==> config.mk <==
export PLATFORM = sky130hd
export DESIGN_NAME = chan_mux_rr
export DESIGN_NICKNAME = d
export VERILOG_FILES = /design/src/rtl/chan_mux_pkg.sv /design/src/rtl/rr_arbiter.sv /design/src/rtl/chan_mux_rr.sv
export SDC_FILE = /design/constraint.sdc
export NUM_CORES = 1
export LEC_CHECK = 0
export CORE_ASPECT_RATIO = 0.5
export CORE_MARGIN = 2
export CORE_UTILIZATION = 30
export DETAILED_ROUTE_END_ITERATION = 8
export PLACE_DENSITY_LB_ADDON = 0.2
export SYNTH_ARGS = -nofsm -noshare
export SYNTH_HDL_FRONTEND = slang
export SYNTH_SLANG_ARGS = --single-unit
==> constraint.sdc <==
create_clock -name Clk -period 1.52 [get_ports Clk]
set_input_delay 0.456 -clock Clk [delete_from_list [all_inputs] [get_ports Clk]]
set_output_delay 0.456 -clock Clk [all_outputs]
set_load 0.005 [all_outputs]
==> src/rtl/chan_mux_pkg.sv <==
// Shared constants and helpers for the channel multiplexer and its arbiter.
package chan_mux_pkg;

  localparam int MODE_SELECT      = 0;
  localparam int MODE_ROUND_ROBIN = 1;

  // Select/index width that never collapses to zero bits.
  function automatic int clog2_min1(input int n);
    return (n <= 2) ? 1 : $clog2(n);
  endfunction

endpackage

==> src/rtl/rr_arbiter.sv <==
// Round-robin arbiter: grants the first requester at or above Ptr, wrapping from N-1 to 0.
module rr_arbiter
  import chan_mux_pkg::*;
#(
  parameter  int N  = 4,
  localparam int SW = clog2_min1(N)
) (
  input  logic [N-1:0]  Req,
  input  logic [SW-1:0] Ptr,
  output logic [N-1:0]  Gnt,
  output logic [SW-1:0] GntIdx,
  output logic          Any
);

  localparam logic [SW:0] N_W = (SW+1)'(N);

  // Rotating priority scan; the first hit latches Any so later channels are masked.
  always_comb begin
    logic [SW:0]   raw;
    logic [SW-1:0] idx;
    logic          hit;
    Gnt    = '0;
    GntIdx = '0;
    Any    = 1'b0;
    raw    = '0;
    idx    = '0;
    hit    = 1'b0;
    for (int off = 0; off < N; off++) begin
      raw      = {1'b0, Ptr} + (SW+1)'(off);
      idx      = (raw >= N_W) ? SW'(raw - N_W) : SW'(raw);
      hit      = !Any && Req[idx];
      Gnt[idx] = Gnt[idx] | hit;
      GntIdx   = hit ? idx : GntIdx;
      Any      = Any | hit;
    end
  end

endmodule

==> src/rtl/chan_mux_rr.sv <==
// N-channel registered multiplexer with valid/ready on every channel; the channel is
// picked by an external select (MODE_SELECT) or an internal round-robin pointer.
module chan_mux_rr
  import chan_mux_pkg::*;
#(
  parameter  int W    = 16,
  parameter  int N    = 4,
  parameter  int MODE = MODE_SELECT,
  localparam int SW   = clog2_min1(N)
) (
  input  logic          Clk,
  input  logic          Resetn,
  input  logic [N*W-1:0] InData,
  input  logic [N-1:0]  InValid,
  output logic [N-1:0]  InReady,
  input  logic [SW-1:0] Sel,
  output logic [W-1:0]  OutData,
  output logic          OutValid,
  input  logic          OutReady,
  output logic [SW-1:0] OutChan
);

  localparam logic [SW-1:0] LAST_IDX = SW'(N - 1);

  logic [N-1:0]  gnt_oh_s;
  logic [SW-1:0] gnt_idx_s;
  logic          gnt_any_s;
  logic          load_en_s;
  logic          xfer_s;
  logic [W-1:0]  sel_data_s;

  logic [W-1:0]  out_data_r;
  logic          out_valid_r;
  logic [SW-1:0] out_chan_r;
  logic [SW-1:0] ptr_r;

  generate
    if (MODE == MODE_ROUND_ROBIN) begin : g_rr
      logic sel_unused_s;
      assign sel_unused_s = ^Sel;

      rr_arbiter #(.N(N)) u_arb (
        .Req    (InValid),
        .Ptr    (ptr_r),
        .Gnt    (gnt_oh_s),
        .GntIdx (gnt_idx_s),
        .Any    (gnt_any_s)
      );
    end else begin : g_sel
      logic ptr_unused_s;
      assign ptr_unused_s = ^ptr_r;

      // Decode Sel; a value of N or above matches no channel and so grants nothing.
      always_comb begin
        gnt_oh_s = '0;
        for (int i = 0; i < N; i++) begin
          gnt_oh_s[i] = (Sel == SW'(i)) && InValid[i];
        end
      end

      assign gnt_idx_s = Sel;
      assign gnt_any_s = |gnt_oh_s;
    end
  endgenerate

  // The register can take a word when empty or when its current word leaves this cycle.
  assign load_en_s = !out_valid_r || OutReady;
  assign xfer_s    = gnt_any_s && load_en_s && Resetn;
  assign InReady   = gnt_oh_s & {N{load_en_s && Resetn}};

  // W-bit data select driven only by the grant index.
  always_comb begin
    sel_data_s = '0;
    for (int i = 0; i < N; i++) begin
      sel_data_s = (gnt_idx_s == SW'(i)) ? InData[i*W +: W] : sel_data_s;
    end
  end

  // Output register: load on transfer, drop valid on a pop without refill, else hold.
  always_ff @(posedge Clk or negedge Resetn) begin
    if (!Resetn) begin
      out_data_r  <= '0;
      out_chan_r  <= '0;
      out_valid_r <= 1'b0;
    end else if (xfer_s) begin
      out_data_r  <= sel_data_s;
      out_chan_r  <= gnt_idx_s;
      out_valid_r <= 1'b1;
    end else if (OutReady) begin
      out_valid_r <= 1'b0;
    end else begin
      out_valid_r <= out_valid_r;
    end
  end

  // Round-robin pointer moves just past the granted channel after each transfer.
  always_ff @(posedge Clk or negedge Resetn) begin
    if (!Resetn) begin
      ptr_r <= '0;
    end else if (xfer_s) begin
      ptr_r <= (gnt_idx_s == LAST_IDX) ? '0 : gnt_idx_s + SW'(1'b1);
    end else begin
      ptr_r <= ptr_r;
    end
  end

  assign OutData  = out_data_r;
  assign OutValid = out_valid_r;
  assign OutChan  = out_chan_r;

endmodule

* Yosys cells after proc, flatten, opt, wreduce, memory -nomap -nowiden *
Cells that the tools add are included.

cells by class
  $add $sub $neg = 0
  multipliers = 0
  div/mod/pow operators = 0
  magnitude comparators = 0
  equality and inequality tests = 3
  shifts and indexed selects = 0
  mux-type cells = 6
  bitwise gates (word level) = 1
  reduce and logical (&&, ||, !) cells = 12

operators with widths
  cell                  number
  $mux W16              4
  $logic_and A1 B1 Y1   7
  $and A4 B4 Y4         1
  $eq A2 B2 Y1 const B  2
  $reduce_or A4 Y1      1
  $eq A2 B1 Y1 const B  1
  $logic_not A2 Y1      1
  $mux W1               2
  $reduce_bool A2 Y1    1
  $logic_not A1 Y1      1
  $logic_or A1 B1 Y1    1

word-level totals
  register bits = 19
  latch bits = 0
  memory bits (writable) = 0
  ROM bits = 0
  input bits = 73
  output and inout port bits = 23
  word-level logic and storage cells = 25
  memories kept = 0

* Depth between registers and ports, before layout *
  depth in word-level cells = 6
  mapped depth = 6
  depth with buffers taken out = 4

* Worst setup path after synthesis *
No wires, ideal clock.

  path kind = input to register
  start point = input port Sel[0]
  end point = register out_data_r[3] (netlist: OutData[3])
  library setup time = 0.125 ns
  arrival = 1.524 ns
  required time = 1.395 ns
  slack = -0.129 ns
  stages on the path = 4
  path buffers = 2
  path through = buf_6 -> buf_4 -> mux4_2 -> mux2_4

between the ends
  longest elaborated chain between the ends = 5
  elaborated cells between the ends (all ways) = 15
  those cells by class = eq/ne: 3; mux: 4; reduce/logical: 8

RTL lines
  what                                                           RTL line                              text
  from (decl)                                                    chan_mux_rr.sv:16                     input logic [SW-1:0] Sel,
  $logic_not A2 Y1, or another cell as far along                 chan_mux_rr.sv:57, chan_mux_rr.sv:75
  $mux W16 or $logic_and A1 B1 Y1 (tied branches)                chan_mux_rr.sv:75, chan_mux_rr.sv:57
  $mux W16 or $reduce_or A4 Y1 (tied branches)                   chan_mux_rr.sv:75, chan_mux_rr.sv:62
  $mux W16 or $logic_and A1 B1 Y1 (tied branches) (2 in series)  chan_mux_rr.sv:75, chan_mux_rr.sv:68
  to (signal assigned)                                           chan_mux_rr.sv:86                     out_data_r <= sel_data_s;
  to (decl)                                                      chan_mux_rr.sv:32                     logic [W-1:0] out_data_r;

Parallel ways exist; a longest one is shown, timed or not.
A chain may end at the register's enable or synchronous reset.

* Worst setup path in the final report *
  start point = input port Resetn
  end point = output port InReady[2]

between the ends
  longest elaborated chain between the ends = 2

RTL lines
  what                 RTL line           text
  from (decl)          chan_mux_rr.sv:12  input logic Resetn,
  $logic_and A1 B1 Y1  chan_mux_rr.sv:69  assign InReady = gnt_oh_s & {N{load_en_s && Resetn}};
  $and A4 B4 Y4        chan_mux_rr.sv:69
  to (decl)            chan_mux_rr.sv:15  output logic [N-1:0] InReady,

Every way passes these cells.

==> results_dict.tcl <==
set metrics [dict create \
    die_w_um 95.9 \
    cts_tree "done" \
    vias 1154 \
    cp_top_family "buffers and inverters" \
    grt_overflow 0 \
    firstDrtPassIters 3 \
    grt_usage_pct 16.3 \
    violations "negative setup slack" \
    clockBufferDepth 2 \
    path_buf_inv 2 \
    drt-total-wl_um 3740 \
    area_growth_pct 105 \
    grt_max_degree 20 \
    fin_crit_sh_pct 110 \
    crit_type "input pin to primary output" \
    slew_viol_final 0 \
    vias_per_cell 4.60 \
    num_antenna_cells 0 \
    h-tree-depth 1 \
    drcViolationCount 0 \
    grt_pass1_wl_um 5750 \
    tritoncts_num_sinks 19 \
    worst_ep_arrival_time_ns 1.22 \
    synth-seq-area-share_pct 37.5 \
    slowest_stage "clkdlybuf4s15_1" \
    post-route-util_pct 65.0 \
    cap_violations 0 \
    worst_slack_ns -0.154 \
    yosysWarningCount 0 \
    cts-root-buf "clkbuf_8" \
    power.density_mw_per_mm2 781 \
    critPathRequiredTime_ns 1.06 \
    critPathMaxFanout 3 \
    cellLeakagePower_uw 0.00113 \
    worst_pin_slew_ns 0.258 \
    hpwlAfterDp_um 2950 \
    gp_congestion 0.838 \
    postCtsHoldBufs 0 \
    cp-start-kind "input pin" \
    initial_core_util_pct 31.8 \
    setup_violations 20 \
    syn_avg_cell_area_sq_um 17.1 \
    design.core.area_sq_mm 0.00398 \
    hold_viol 0 \
    numCtsBuffers 3 \
    syn_inst 74 \
    status "finished with violations" \
    synth_seq_cells 19 \
    num_rows 16 \
    grt_pass1_vias 1249 \
    nFillCells 331 \
    die-area_sq_mm 0.00479 \
    synth.distinct_cells 19 \
    crit_path_end_kind "primary output" \
    clk_latency_ns 0.25 \
    path_depth 4 \
    drt-wirelength-per-cell_um 14.9 \
    fin_nets 271 \
    critPathLaunch "Resetn" \
    post-route-min-period_ns 1.67 \
    die_y_um 49.9 \
    first_iter_violations 18 \
    worstRegToRegCells 7 \
    max_freq_mhz 597 \
    ios 96 \
    cp_slowest_stage_delay_ns 0.31 \
    port_buffers 95 \
    rsz0062_at_grt "true" \
    path_cells "clkdlybuf4s15_1, nand3_4, nor3b_2, buf_2" \
    syn_nets 147 \
    mappedNetlistArea_sq_mm 0.00127 \
    relSlewSlack_pct 82.8 \
    hp-class "input pin to asynchronous set/reset pin" \
    drive_gt1_share_pct 40.6 \
    totalPowerFinal_uw 2020 \
    timing.rr.start "OutValid$_DFFE_PN0P_" \
    antenna_found_initial 0 \
    skew_ns 0.00329 \
    peakVddDrop_mv 0.374 \
    path_clk_slew_ns 0.07 \
    ant_nets 0 \
]
-- state kept, by name (all words and copies together), names as in the netlist --
register and cells:
OutValid 1, OutChan 2, OutData 16
-- report_power, final --
part           internal, uW  switching (uW)
Clock                   186             153
Sequential              650            64.0
Combinational           703             266
-- layout make-up --
type	count	area, sq um	area share, %
Tap cell	54	67.6	2.61
Multi-Input combinational cell	48	757	29.2
Sequential cell	19	475	18.3
Timing Repair Buffer	126	1250	48.1
Clock buffer	4	45.0	1.74
-- what timing repair did --
item	4_1_cts	5_1_grt
gates cloned	0	1
setup endpoints to repair	41	22
buffers inserted	20	3
pin swaps	6	2
resized for setup	63	10
-- synthesized netlist by cell type --
cell / n / area, sq um
mux2_4: 9 / 135
clkbuf_8: 1 / 13.8
buf_6: 3 / 33.8
buf_12: 1 / 20.0
mux4_2: 10 / 225
nor2_1: 2 / 7.51
nand2b_1: 1 / 6.26
nand3b_4: 1 / 20.0
buf_4: 1 / 7.51
o21ai_0: 2 / 10.0
mux4_1: 6 / 158
clkbuf_1: 1 / 3.75
nand2_1: 3 / 11.3
nor3b_1: 2 / 15.0
o22a_1: 1 / 8.76
dfrtp_1: 19 / 475
nand3_1: 1 / 5.00
mux2i_1: 2 / 20.0
mux2_2: 8 / 90.1
-- kinds of logic (layout without fill, tap and decap cells) --
| kind of cell | Yosys count | in the layout | synth area share [%] |
|---|---|---|---|
| AOI/OAI and AO/OA | 3 | 3 | 1.48 |
| buffers and inverters | 7 | 130 | 6.22 |
| DFF | 19 | 19 | 37.5 |
| muxes | 35 | 35 | 49.6 |
| and+or+nand+nor | 10 | 10 | 5.14 |
-- through the flow --
stage          setup WS, ns  instances  hold WS [ns]  area (sq um)  TNS, ns
2_1_floorplan       -0.0888         74         0.160          1290    -1.00
3_3_place_gp         -0.831        225         0.488          2290   -15.00
3_5_place_dp         -0.932        225         0.493          2290   -15.03
4_1_cts              -0.136        249         0.421          2510    -1.94
5_1_grt              -0.188        251         0.461          2590    -2.42
6_report             -0.154        251         0.460          2590    -2.00
-- routing by layer --
metal  up-vias  track usage (%)  wire length, um
met5         -                0                0
met4         0             5.24               35
met3         4             4.28              187
met2        48             32.4             2150
met1       565             16.3             1370
li1        537                -                -
-- cells in the final DEF, fill, tap and decap left out --
cell type / synthesis / layout
buf_12: 1 / 4
buf_2: 0 / 4
buf_4: 1 / 16
buf_6: 3 / 10
buf_8: 0 / 1
clkbuf_1: 1 / 1
clkbuf_16: 0 / 1
clkbuf_8: 1 / 3
clkdlybuf4s15_1: 0 / 2
clkdlybuf4s15_2: 0 / 1
clkdlybuf4s50_1: 0 / 64
dfrtp_1: 19 / 19
dlygate4sd2_1: 0 / 23
mux2_2: 8 / 8
mux2_4: 9 / 9
mux2i_4: 0 / 2
mux4_1: 6 / 1
mux4_2: 10 / 15
nand2_1: 3 / 3
nand2b_4: 0 / 1
nand3_4: 0 / 1
nand3b_4: 1 / 1
nor2_1: 2 / 2
nor3b_2: 0 / 2
o21ai_0: 2 / 2
o22a_4: 0 / 1
-- worst paths after layout --
check	to	slack (ns)
max in group asynchronous	OutData[7]$_DFFE_PN0P_	0.85
worst min-delay path	OutValid$_DFFE_PN0P_	0.46
worst min register to register	OutData[12]$_DFFE_PN0P_	0.50
worst max register to register	OutData[8]$_DFFE_PN0P_	-0.09
min in group Clk	OutData[12]$_DFFE_PN0P_	0.50
worst max-delay path	InReady[2]	-0.15
(Power assumes the default switching activity.)
